## config.mk

```make
export PLATFORM = sky130hd
export DESIGN_NAME = jt12_logsin
export DESIGN_NICKNAME = d
export VERILOG_FILES = /design/src/rtl/jt12_logsin_pkg.sv /design/src/rtl/jt12_logsin_dec.sv /design/src/rtl/jt12_logsin.sv
export SDC_FILE = /design/constraint.sdc
export NUM_CORES = 1
export LEC_CHECK = 0
export ABC_AREA = 1
export ABC_CLOCK_PERIOD_IN_PS = 2300
export CORE_ASPECT_RATIO = 0.8
export CORE_MARGIN = 3
export CORE_UTILIZATION = 42
export CTS_CLUSTER_SIZE = 16
export DETAILED_ROUTE_END_ITERATION = 16
export PLACE_DENSITY = 0.72
export SYNTH_ARGS = -nofsm -noshare
export SYNTH_HDL_FRONTEND = slang
export SYNTH_SLANG_ARGS = --single-unit
```

## constraint.sdc

```tcl
create_clock -name clk -period 2.3 [get_ports clk]
set_clock_uncertainty 0.05 [all_clocks]
set_input_delay 0.69 -clock clk [delete_from_list [all_inputs] [get_ports clk]]
set_output_delay 0.69 -clock clk [all_outputs]
set_load 0.05 [all_outputs]
```

## src/rtl/jt12_logsin_pkg.sv

```systemverilog
// jt12_logsin_pkg
//   Shared constants, types and helpers for the compressed log-sine ROM reader.
//
//   Compressed row format (46 bits, one row per rom_addr = p[5:1]).
//   A row holds the 8 values for p = {h[1:0], addr[4:0], l}.
//   For each quarter-wave group h the row stores:
//     B<h> : logsin of the odd entry (l=1), minus a per-group offset.
//     D<h> : difference even - odd. It is never negative because the
//            table decreases with p.
//   The field widths are set by the largest value / step each group can reach.
//     h  base range   offset  B width  max step  D width
//     0  ~357..~1731  256     11       ~406      9
//     1  ~129..~347   112     8        <=6       3
//     2  ~30..~126    0       7        <=3       2
//     3  0..~28       0       5        <=1       1
//   The widths add up to 11+9+8+3+7+2+5+1 = 46.
package jt12_logsin_pkg;

    localparam int LOGSIN_LAT = 3;
    localparam int LOGSIN_W   = 12;
    localparam int PHASE_W    = 10;
    localparam int ROM_AW     = 5;
    localparam int ROM_W      = 46;
    localparam int FOLD_W     = 8;

    // Row field layout: LSB position and width of each field.
    localparam int B0_LSB = 0;   localparam int B0_W = 11;
    localparam int D0_LSB = 11;  localparam int D0_W = 9;
    localparam int B1_LSB = 20;  localparam int B1_W = 8;
    localparam int D1_LSB = 28;  localparam int D1_W = 3;
    localparam int B2_LSB = 31;  localparam int B2_W = 7;
    localparam int D2_LSB = 38;  localparam int D2_W = 2;
    localparam int B3_LSB = 40;  localparam int B3_W = 5;
    localparam int D3_LSB = 45;  localparam int D3_W = 1;

    // Offsets that bring the two steep groups down into their narrow fields.
    localparam logic [LOGSIN_W-1:0] B0_OFS = 12'd256;
    localparam logic [LOGSIN_W-1:0] B1_OFS = 12'd112;

    // Folded phase: half-wave sign plus quarter-wave index.
    typedef struct packed {
        logic              sgn;
        logic [FOLD_W-1:0] p;
    } fold_t;

    // Stage-1 decode controls carried next to the ROM access.
    typedef struct packed {
        logic [1:0] hi;    // p[7:6]: quarter-wave group
        logic       lo;    // p[0]  : odd/even entry within the row
        logic       sgn;
    } s1_t;

    // Mirror the second quarter of each half-wave onto the first one.
    function automatic fold_t fold_phase(input logic [PHASE_W-1:0] phase);
        fold_t f;
        f.sgn = phase[9];
        f.p   = phase[8] ? ~phase[7:0] : phase[7:0];
        return f;
    endfunction

endpackage

```

## src/rtl/jt12_logsin_dec.sv

```systemverilog
// jt12_logsin_dec
//   Purely combinational decoder for one compressed log-sine ROM row.
//   Ports:
//     row    in  ROM_W     compressed row returned by the phase ROM
//     sel    in  3         {p[7:6], p[0]} of the sample being decoded
//     logsin out LOGSIN_W  -log2(|sin|) in 4.8 fixed point
module jt12_logsin_dec
    import jt12_logsin_pkg::*;
(
    input  logic [ROM_W-1:0]    row,
    input  logic [2:0]          sel,
    output logic [LOGSIN_W-1:0] logsin
);

    logic [LOGSIN_W-1:0] base;
    logic [LOGSIN_W-1:0] delta;

    always_comb begin
        base  = '0;
        delta = '0;
        case (sel[2:1])
            2'd0: begin
                base  = LOGSIN_W'(row[B0_LSB +: B0_W]) + B0_OFS;
                delta = LOGSIN_W'(row[D0_LSB +: D0_W]);
            end
            2'd1: begin
                base  = LOGSIN_W'(row[B1_LSB +: B1_W]) + B1_OFS;
                delta = LOGSIN_W'(row[D1_LSB +: D1_W]);
            end
            2'd2: begin
                base  = LOGSIN_W'(row[B2_LSB +: B2_W]);
                delta = LOGSIN_W'(row[D2_LSB +: D2_W]);
            end
            default: begin
                base  = LOGSIN_W'(row[B3_LSB +: B3_W]);
                delta = LOGSIN_W'(row[D3_LSB +: D3_W]);
            end
        endcase
        // The base is the odd entry. The even entry sits one step earlier, so it is larger.
        logsin = sel[0] ? base : base + delta;
    end

endmodule

```

## src/rtl/jt12_logsin.sv

```systemverilog
// jt12_logsin
//   Reader/decoder side of the compressed phase-to-log-sine ROM.
//   The block folds the operator phase to a quarter-wave index and drives the ROM row address.
//   It then decodes the returned row into a 12-bit log attenuation plus sign.
//   The pipeline has 3 stages, advanced by clk_en. Latency is 3 enabled edges.
//   Ports:
//     clk, rst_n   clock, asynchronous active-low reset
//     clk_en       pipeline advance strobe; all state holds when low
//     phase        [9]=half-wave sign, [8]=quarter mirror, [7:0]=index
//     slot_in      slot tag travelling with the phase
//     rom_addr     ROM row address (p[5:1]), straight from the stage-0 register
//     rom_data     registered ROM row (ROM samples rom_addr on clk_en)
//     logsin/sign  decoded result, registered
//     slot_out     slot tag aligned with logsin/sign
//   Optional: JT12_LOGSIN_VALID_EN adds valid_in/valid_out.
//     The valid bit travels with the data.
//     When valid_out is 0, sign is forced to 0.
module jt12_logsin
    import jt12_logsin_pkg::*;
#(
    parameter int ROM_W  = 46,
    parameter int SLOT_W = 5
) (
    input  logic                clk,
    input  logic                rst_n,
    input  logic                clk_en,
    input  logic [PHASE_W-1:0]  phase,
    input  logic [SLOT_W-1:0]   slot_in,
    output logic [ROM_AW-1:0]   rom_addr,
    input  logic [ROM_W-1:0]    rom_data,
    output logic [LOGSIN_W-1:0] logsin,
    output logic                sign,
`ifdef JT12_LOGSIN_VALID_EN
    input  logic                valid_in,
    output logic                valid_out,
`endif
    output logic [SLOT_W-1:0]   slot_out
);

    // Stage 0: folded phase and slot.
    fold_t               fold_q, fold_d;
    logic [SLOT_W-1:0]   slot0_q, slot0_d;
    // Stage 1: decode controls aligned with the row the ROM is returning.
    s1_t                 s1_q, s1_d;
    logic [SLOT_W-1:0]   slot1_q, slot1_d;
    // Stage 2: output registers.
    logic [LOGSIN_W-1:0] logsin_q, logsin_d;
    logic                sign_q, sign_d;
    logic [SLOT_W-1:0]   slot_out_q, slot_out_d;

    // Fill tracker: bit i is set once stage i holds a real sample after reset.
    // The ROM output register is not reset, so during the first two enabled edges
    // it still holds a stale row. The output is forced to 0 until stage 1 is live.
    logic [LOGSIN_LAT-2:0] vld_pipe_q, vld_pipe_d;

`ifdef JT12_LOGSIN_VALID_EN
    logic [LOGSIN_LAT-1:0] val_pipe_q, val_pipe_d;
`endif

    logic [LOGSIN_W-1:0] dec_logsin;

    jt12_logsin_dec u_dec (
        .row    (rom_data),
        .sel    ({s1_q.hi, s1_q.lo}),
        .logsin (dec_logsin)
    );

    always_comb begin
        fold_d     = fold_phase(phase);
        slot0_d    = slot_in;

        s1_d.hi    = fold_q.p[7:6];
        s1_d.lo    = fold_q.p[0];
        s1_d.sgn   = fold_q.sgn;
        slot1_d    = slot0_q;

        vld_pipe_d = {vld_pipe_q[LOGSIN_LAT-3:0], 1'b1};

        logsin_d   = '0;
        sign_d     = 1'b0;
        slot_out_d = '0;
        if (vld_pipe_q[LOGSIN_LAT-2]) begin
            logsin_d   = dec_logsin;
            sign_d     = s1_q.sgn;
            slot_out_d = slot1_q;
        end

`ifdef JT12_LOGSIN_VALID_EN
        val_pipe_d = {val_pipe_q[LOGSIN_LAT-2:0], valid_in};
        sign_d     = sign_d & val_pipe_q[LOGSIN_LAT-2];
`endif
    end

    always_ff @(posedge clk or negedge rst_n) begin
        if (!rst_n) begin
            fold_q     <= '0;
            slot0_q    <= '0;
            s1_q       <= '0;
            slot1_q    <= '0;
            logsin_q   <= '0;
            sign_q     <= 1'b0;
            slot_out_q <= '0;
            vld_pipe_q <= '0;
`ifdef JT12_LOGSIN_VALID_EN
            val_pipe_q <= '0;
`endif
        end else if (clk_en) begin
            fold_q     <= fold_d;
            slot0_q    <= slot0_d;
            s1_q       <= s1_d;
            slot1_q    <= slot1_d;
            logsin_q   <= logsin_d;
            sign_q     <= sign_d;
            slot_out_q <= slot_out_d;
            vld_pipe_q <= vld_pipe_d;
`ifdef JT12_LOGSIN_VALID_EN
            val_pipe_q <= val_pipe_d;
`endif
        end
    end

    assign rom_addr  = fold_q.p[5:1];
    assign logsin    = logsin_q;
    assign sign      = sign_q;
    assign slot_out  = slot_out_q;
`ifdef JT12_LOGSIN_VALID_EN
    assign valid_out = val_pipe_q[LOGSIN_LAT-1];
`endif

endmodule
```

==> qor.csv, run 1 <==
stage;metric;value;unit
floorplanning;Die Wd;96.82;um
layout;# nets final;587;
setup_path;critical path class;input port to flop;
route;drc violations;0;
route;DRT Wirelength;8699;um
synth;register area share after synthesis;38.83;%
min_path;HP Class;input port to async pin;
floorplanning;Rows;25;
route;Final ANT Viol Nets;0;
placement;GPL Wtd Cong;0.8812;
floorplanning;initial core utilization;45.20;%
clock_tree;clock slew at reported path FFs;0.08;ns
clock_tree;worst skew pair latency;0.29;ns
setup_path;crit-path max FO;5;
global_routing;initial antenna violation count;0;
timing;worst-margin pin slew;0.5364;ns
floorplanning;I/O Pins;87;
route;TritonRoute pass-1 iters;5;
global_routing;vias in the first global route;2958;
setup_path;Worst Path Arrival;2.45;ns
synth;Synth Cell Area;0.002771;sq mm
layout;fraction of layout cells with a size suffix above 1;32.29;%
synth;ys flop type;dfrtp_1;
clock_tree;Clock Tree Buf Depth;2;
layout;post-layout util;74.29;%
power_and_ir_drop;Pwr Density;705.1;mW/mm^2
layout;Layout area overhead;64.33;%
placement;HPWL after detailed placement;5863;um
timing;Tcrit/Tclk final;100.4;%
global_routing;total gr overflow;0;
synth;ys async rst share;100.0;%
timing;fin worst setup slack;-0.009216;ns
timing;Final min period;2.309;ns
timing;RSZ-0062 raised after global routing;true;
synth;#FFs+latches synth;43;
timing;final hold vios;0;
power_and_ir_drop;switching pwr;1.342;mW
timing;count of final max-slew check failures;0;
synth;synth warn;0;
clock_tree;CTS tree;yes;
setup_path;CP startpoint kind;input port;
route;Initial DRC Count;125;
layout;commonest cells after routing, fill and taps aside;nand2_1, clkdlybuf4s50_1, buf_4;
synth;Post-synth EDFFs;0;
run;Max Cap Viol;0;
power_and_ir_drop;combinational share of power;56.1;%
clock_tree;Num CTS Buffers;5;
clock_tree;clock sinks;43;
timing;setup violators final;1;
route;vias;2945;
power_and_ir_drop;power share of the clock group;14.8;%
global_routing;GR Util All Layers;21.87;%
global_routing;first-pass GRT wire length;13580;um
floorplanning;die area;0.007615;sq mm
layout;commonest non-fill, non-tap cell in the layout;nand2_1;
status;status;complete, but fails checks;
synth;synthesized area per cell;7.198;sq um
setup_path;Worst Path Required;2.44;ns
clock_tree;root buffer cell;clkbuf_8;
synth;Post-Syn Nets;461;
floorplanning;die height;78.66;um
power_and_ir_drop;cell internal pwr;1.869;mW
power_and_ir_drop;sequential group share of total power;29.1;%
clock_tree;Hold-fix buffers, CTS;0;
timing;hold_ws;0.4053;ns
timing;f_max;433.0;MHz
power_and_ir_drop;Tot Pwr;3.211;mW
power_and_ir_drop;Sw Ratio;41.78;%
timing;Final TNS setup;-0.009216;ns
layout;Antenna diodes;0;
status;failing checks;setup timing;
placement;number of port buffers;86;
setup_path;Setup crit end kind;flop;
clock_tree;H-tree Lvls;2;
route;Via density;4.975;
floorplanning;core footprint;0.006131;sq mm
synth;Netlist cell types;31;
route;WL/cell;14.69;um
layout;Layout fillers;468;
synth;Syn Inst Count;385;
power_and_ir_drop;Pleak;2.300;nW
global_routing;largest net degree at the start of global routing;44;
power_and_ir_drop;worst vdd ir;0.3039;mV
timing;slew margin rel.;64.24;%
## state kept, by name, indices dropped and copies added (netlist names)
register,cells
logsin,12
rom_addr,5
slot0_q,5
slot1_q,5
slot_out,5
fold_q,4
s1_q,4
vld_pipe_q,2
sign,1
## worst paths after layout
kind,startpoint,endpoint,slack (ns),depth (start not counted)
min in group clk,vld_pipe_q[0],vld_pipe_q[0],0.42,1
setup / recovery,rom_data[43],logsin[10],-0.009,13
hold / removal,rst_n,logsin[8],0.41,2
hold reg to reg,vld_pipe_q[0],vld_pipe_q[0],0.42,1
setup reg to reg,s1_q[2],logsin[10],-0.009,16
max in group asynchronous,rst_n,s1_q[3],1.39,2
## worst max-delay path: stages
cell and delay [ns]:
clkdlybuf4s50_1 0.44, o21ai_4 0.22, inv_2 0.07, ha_4 0.35
nand2_4 0.07, nor2_4 0.11, nand2_2 0.08, nand3_4 0.08
nand3_2 0.07, nand2_1 0.09, nand2_1 0.06, nand3_1 0.06
nand2_1 0.06
## Yosys cell counts, drive strengths merged (7+ instances only)
master	number	area (sq um)
inv	42	160.1
buf	11	86.33
o21ai	46	237.7
dfrtp	43	1076
nor2	24	121.4
clkbuf	7	26.28
ha	11	137.6
nand3	31	155.2
xnor2	8	70.07
a21oi	9	45.04
nand2	135	514.2
## final cells by class
class / instances / area (sq um) / area share, %
clock buffer: 6 / 82.58 / 1.813
clock inverter: 1 / 5.005 / 0.1099
inverter: 43 / 166.4 / 3.654
multi-input combinational: 281 / 1873 / 41.13
sequential: 43 / 1077 / 23.65
tap: 81 / 101.3 / 2.225
timing repair buffer: 137 / 1249 / 27.42
## layer usage
metal	wire length, um	track usage, %	vias to the layer above
li1	-	-	1474
met1	3837	28.27	1377
met2	4358	37.60	88
met3	425	4.263	6
met4	78	5.891	0
met5	0	0	-
## timing repair
item,CTS,global route
gates resized for setup,82,62
pin swaps,44,52
setup buffers,10,7
setup endpoints to repair,10,10
hold endpoints to repair,0,0
## cell families after synthesis
| kind of cell | Yosys count | share of synthesized area [%] |
|---|---|---|
| compound gates | 61 | 12.19 |
| xor+xnor | 8 | 2.528 |
| buf+inv | 61 | 9.977 |
| flops | 43 | 38.83 |
| simple gates | 200 | 30.79 |
| fa+ha+maj | 12 | 5.688 |
## per-stage QoR
stage          worst slack (ns)  instance area, sq um  cells
5_1_grt                -0.09793                  4554    592
3_5_place_dp            -0.6820                  3895    568
4_1_cts               -0.002309                  4288    585
2_1_floorplan          0.002281                  2810    385
3_3_place_gp            -0.6242                  3895    568
6_report              -0.009216                  4554    592
## power by group through the flow
stage | logic (mW) | registers, mW | clock network (mW)
floorplan | 0.628 | 1.14 | 0
global placement | 1.34 | 0.939 | 0
detailed placement | 1.35 | 0.944 | 0
CTS | 1.56 | 0.931 | 0.489
global route | 1.94 | 0.946 | 0.521
finish | 1.80 | 0.933 | 0.476
(Power assumes the default switching activity.)
==> run 2, diff against run 1 <==
- ABC_AREA: 1 -> default
- CORE_MARGIN: 3 -> default
- PLACE_DENSITY: 0.72 -> 0.75
==> qor.csv, run 2 <==
stage;metric;value;unit;change
status;status;complete, but fails checks;;
status;failing checks;setup timing;;
synth;Syn Inst Count;248;;-36%
synth;Synth top area share;41.43;%;+2.6 points
synth;register area share after synthesis;41.43;%;+2.6 points
synth;synthesized area per cell;10.47;sq um;+45%
synth;post-synthesis xor/xnor area fraction;5.395;%;+2.9 points
synth;Post-Synth Adder-Cell Area;6.069;%;+0.38 points
synth;#FFs+latches synth;43;;unchanged
synth;largest area contributor in the netlist;dfrtp_1;;
synth;Synth Area in Compound Gates;15.75;%;+3.6 points
layout;Layout area overhead;56.02;%;
clock_tree;Num CTS Buffers;5;;unchanged
layout;final instance area;0.004053;sq mm;-11%
setup_path;RR Endpoint;logsin[10];;
global_routing;first-pass GRT wire length;11570;um;-15%
layout;commonest non-fill, non-tap cell in the layout;clkdlybuf4s50_1;;
timing;setup violators final;9;;+8
layout;# nets final;438;;-25%
power_and_ir_drop;worst vdd ir;0.3987;mV;+31%
clock_tree;clock slew at reported path FFs;0.09;ns;about the same
layout;Antenna diodes;0;;unchanged
synth;synth warn;0;;unchanged
synth;mux cell area share after synthesis;14.07;%;+14 points
synth;Synth Cell Area;0.002597;sq mm;-6.3%
setup_path;critical path class;input port to flop;;
global_routing;vias in the first global route;2311;;-22%
placement;HPWL after detailed placement;5445;um;-7.1%
clock_tree;Clock Tree Buf Depth;2;;unchanged
floorplanning;die area;0.006505;sq mm;-15%
layout;commonest cells after routing, fill and taps aside;clkdlybuf4s50_1, buf_4, dfrtp_1;;
clock_tree;CTS tree;yes;;
timing;fin worst setup slack;-0.5176;ns;-0.5084 ns
synth;top area cells in the synthesized netlist;dfrtp_1, mux2_2, ha_1;;
layout;fraction of layout cells with a size suffix above 1;31.68;%;-0.61 points
route;vias;2334;;-21%
route;Via density;5.257;;+5.7%
clock_tree;root buffer cell;clkbuf_8;;
placement;placed inst area;0.003815;sq mm;-2.1%
floorplanning;initial core utilization;43.71;%;-1.5 points
placement;Setup Slack @ Placement;-1.341;ns;-0.6588 ns
synth;largest family of logic cells by synthesized area;compound AO/OA/AOI/OAI gates;;
timing;final hold vios;0;;unchanged
timing;count of final max-slew check failures;0;;unchanged
setup_path;CP startpoint kind;input port;;
run;Max Cap Viol;0;;unchanged
route;Initial DRC Count;129;;+3.2%
power_and_ir_drop;Pleak;1.811;nW;-21%
placement;GPL Wtd Cong;0.9714;;+10%
synth;Post-synth EDFFs;0;;unchanged
timing;slew margin rel.;60.62;%;-3.6 points
synth;most common cell in the netlist;dfrtp_1;;
setup_path;crit-path max FO;3;;-2
route;TritonRoute pass-1 iters;4;;-1
layout;Layout fillers;442;;-5.6%
synth;ys async rst share;100.0;%;unchanged
layout;post-layout util;68.19;%;-6.1 points
placement;number of port buffers;86;;unchanged
synth;ys flop type;dfrtp_1;;
layout;FF+latch area;0.001079;sq mm;+0.12%
timing;Final min period;2.818;ns;+0.5084 ns
timing;worst-margin pin slew;0.5907;ns;+0.05432 ns
layout;multi-input logic area;0.001564;sq mm;-16%
setup_path;reg-to-reg setup timing slack;-0.48;ns;-0.47 ns
clock_tree;H-tree Lvls;2;;unchanged
setup_path;R2R cell count;9;;-7
route;WL/cell;16.07;um;+9.4%
setup_path;Worst Path Required;2.44;ns;about the same
setup_path;Critical R2R Launch;s1_q[2];;
floorplanning;I/O Pins;87;;unchanged
synth;Netlist cell types;44;;+42%
clock_tree;clock sinks;43;;unchanged
layout;Largest register FFs;12;;unchanged
clock_tree;worst skew pair latency;0.29;ns;about the same
route;DRT Wirelength;7136;um;-18%
timing;Tcrit/Tclk final;122.5;%;+22 points
timing;f_max;354.9;MHz;-18%
floorplanning;Rows;25;;unchanged
floorplanning;Die Wd;89.93;um;-7.1%
setup_path;Worst Path Arrival;2.96;ns;+0.51 ns
floorplanning;die height;72.34;um;-8.0%
setup_path;Setup crit end kind;flop;;
global_routing;GR Util All Layers;22.47;%;+0.60 points
global_routing;total gr overflow;0;;unchanged
clock_tree;Hold-fix buffers, CTS;0;;unchanged
route;drc violations;0;;unchanged
power_and_ir_drop;Pwr Density;749.9;mW/mm^2;+6.4%
global_routing;initial antenna violation count;0;;unchanged
synth;Post-Syn Nets;324;;-30%
floorplanning;core footprint;0.005943;sq mm;-3.1%
synth;Synth Area in Simple Gates;11.99;%;-19 points
min_path;HP Class;input port to async pin;;
route;Final ANT Viol Nets;0;;unchanged
synth;most common library cells after synthesis;dfrtp_1, nor2_1, mux2_2;;
timing;RSZ-0062 raised after global routing;true;;
global_routing;largest net degree at the start of global routing;27;;-39%
run 2: cell count changes in the layout (fill, tap and decap cells not counted), sizes merged, moves of 8 or more:
cell,before,now
nand2,135,12
and2,0,8
mux2,0,16
inv,42,11
o21ai,46,9
nand3,31,6
run 2: through the flow:
step,instances,hold WS [ns],TNS [ns],power (mW)
finish,444,0.2909,-3.673,3.039
global route,444,0.3319,-4.563,3.188
global placement,428,0.4005,-10.50,2.320
floorplan,248,0.3444,-2.936,1.826
detailed placement,428,0.4029,-10.96,2.348
CTS,442,0.3046,-3.364,3.012
run 2: per-layer routing:
metal	share of wire [%]	routed length, um	GRT usage, %	up-vias
li1	-	-	-	1115
met2	48	3401	37.26	86
met1	46	3263	30.71	1125
met5	0	0	0	-
met4	0.55	39	4.301	0
met3	6.1	432	5.136	8
run 2: critical path, stage by stage:
cell,delay [ns]
clkdlybuf4s50_1,0.40
mux4_2,0.51
ha_4,0.24
a21o_1,0.21
a221oi_4,0.30
buf_4,0.16
o2bb2ai_2,0.05
xor2_1,0.15
a32o_1,0.23
run 2: worst max-delay path by stage:
stage,from,to,slack [ns],cells past startpoint
after floorplan,rom_data[40],logsin[8],-0.59,8
after global placement,rom_data[25],logsin[8],-1.28,12
after detailed placement,rom_data[25],logsin[8],-1.34,12
after CTS,s1_q[2],logsin[10],-0.50,9
after global routing,s1_q[2],logsin[10],-0.60,9
final,rom_data[42],logsin[10],-0.52,9
run 2: what timing repair did:
item,CTS,global route
hold endpoints to repair,0,0
resized for setup,64,8
cloned,0,0
buffers inserted,6,2
endpoints found under the setup margin,11,10
pin swaps,25,13
run 2: power breakdown:
group	internal [mW]	switching [mW]	total, mW
sequential	0.880	0.0996	0.980
clock	0.324	0.273	0.596
combinational	0.689	0.774	1.46
run 2: layout make-up:
class | instances | share of cell area, %
Clock buffer | 5 | 1.698
Clock inverter | 3 | 1.081
Inverter | 11 | 1.636
Multi-Input combinational cell | 174 | 38.59
Sequential cell | 43 | 26.61
Tap cell | 81 | 2.501
Timing Repair Buffer | 127 | 27.88
run 2: cells by family after synthesis:
family / after synthesis
muxes: 27
adders and majority gates: 12
and+or+nand+nor: 62
DFF: 43
buffers and inverters: 31
xor gates and xnor gates: 16
AOI/OAI and AO/OA: 57
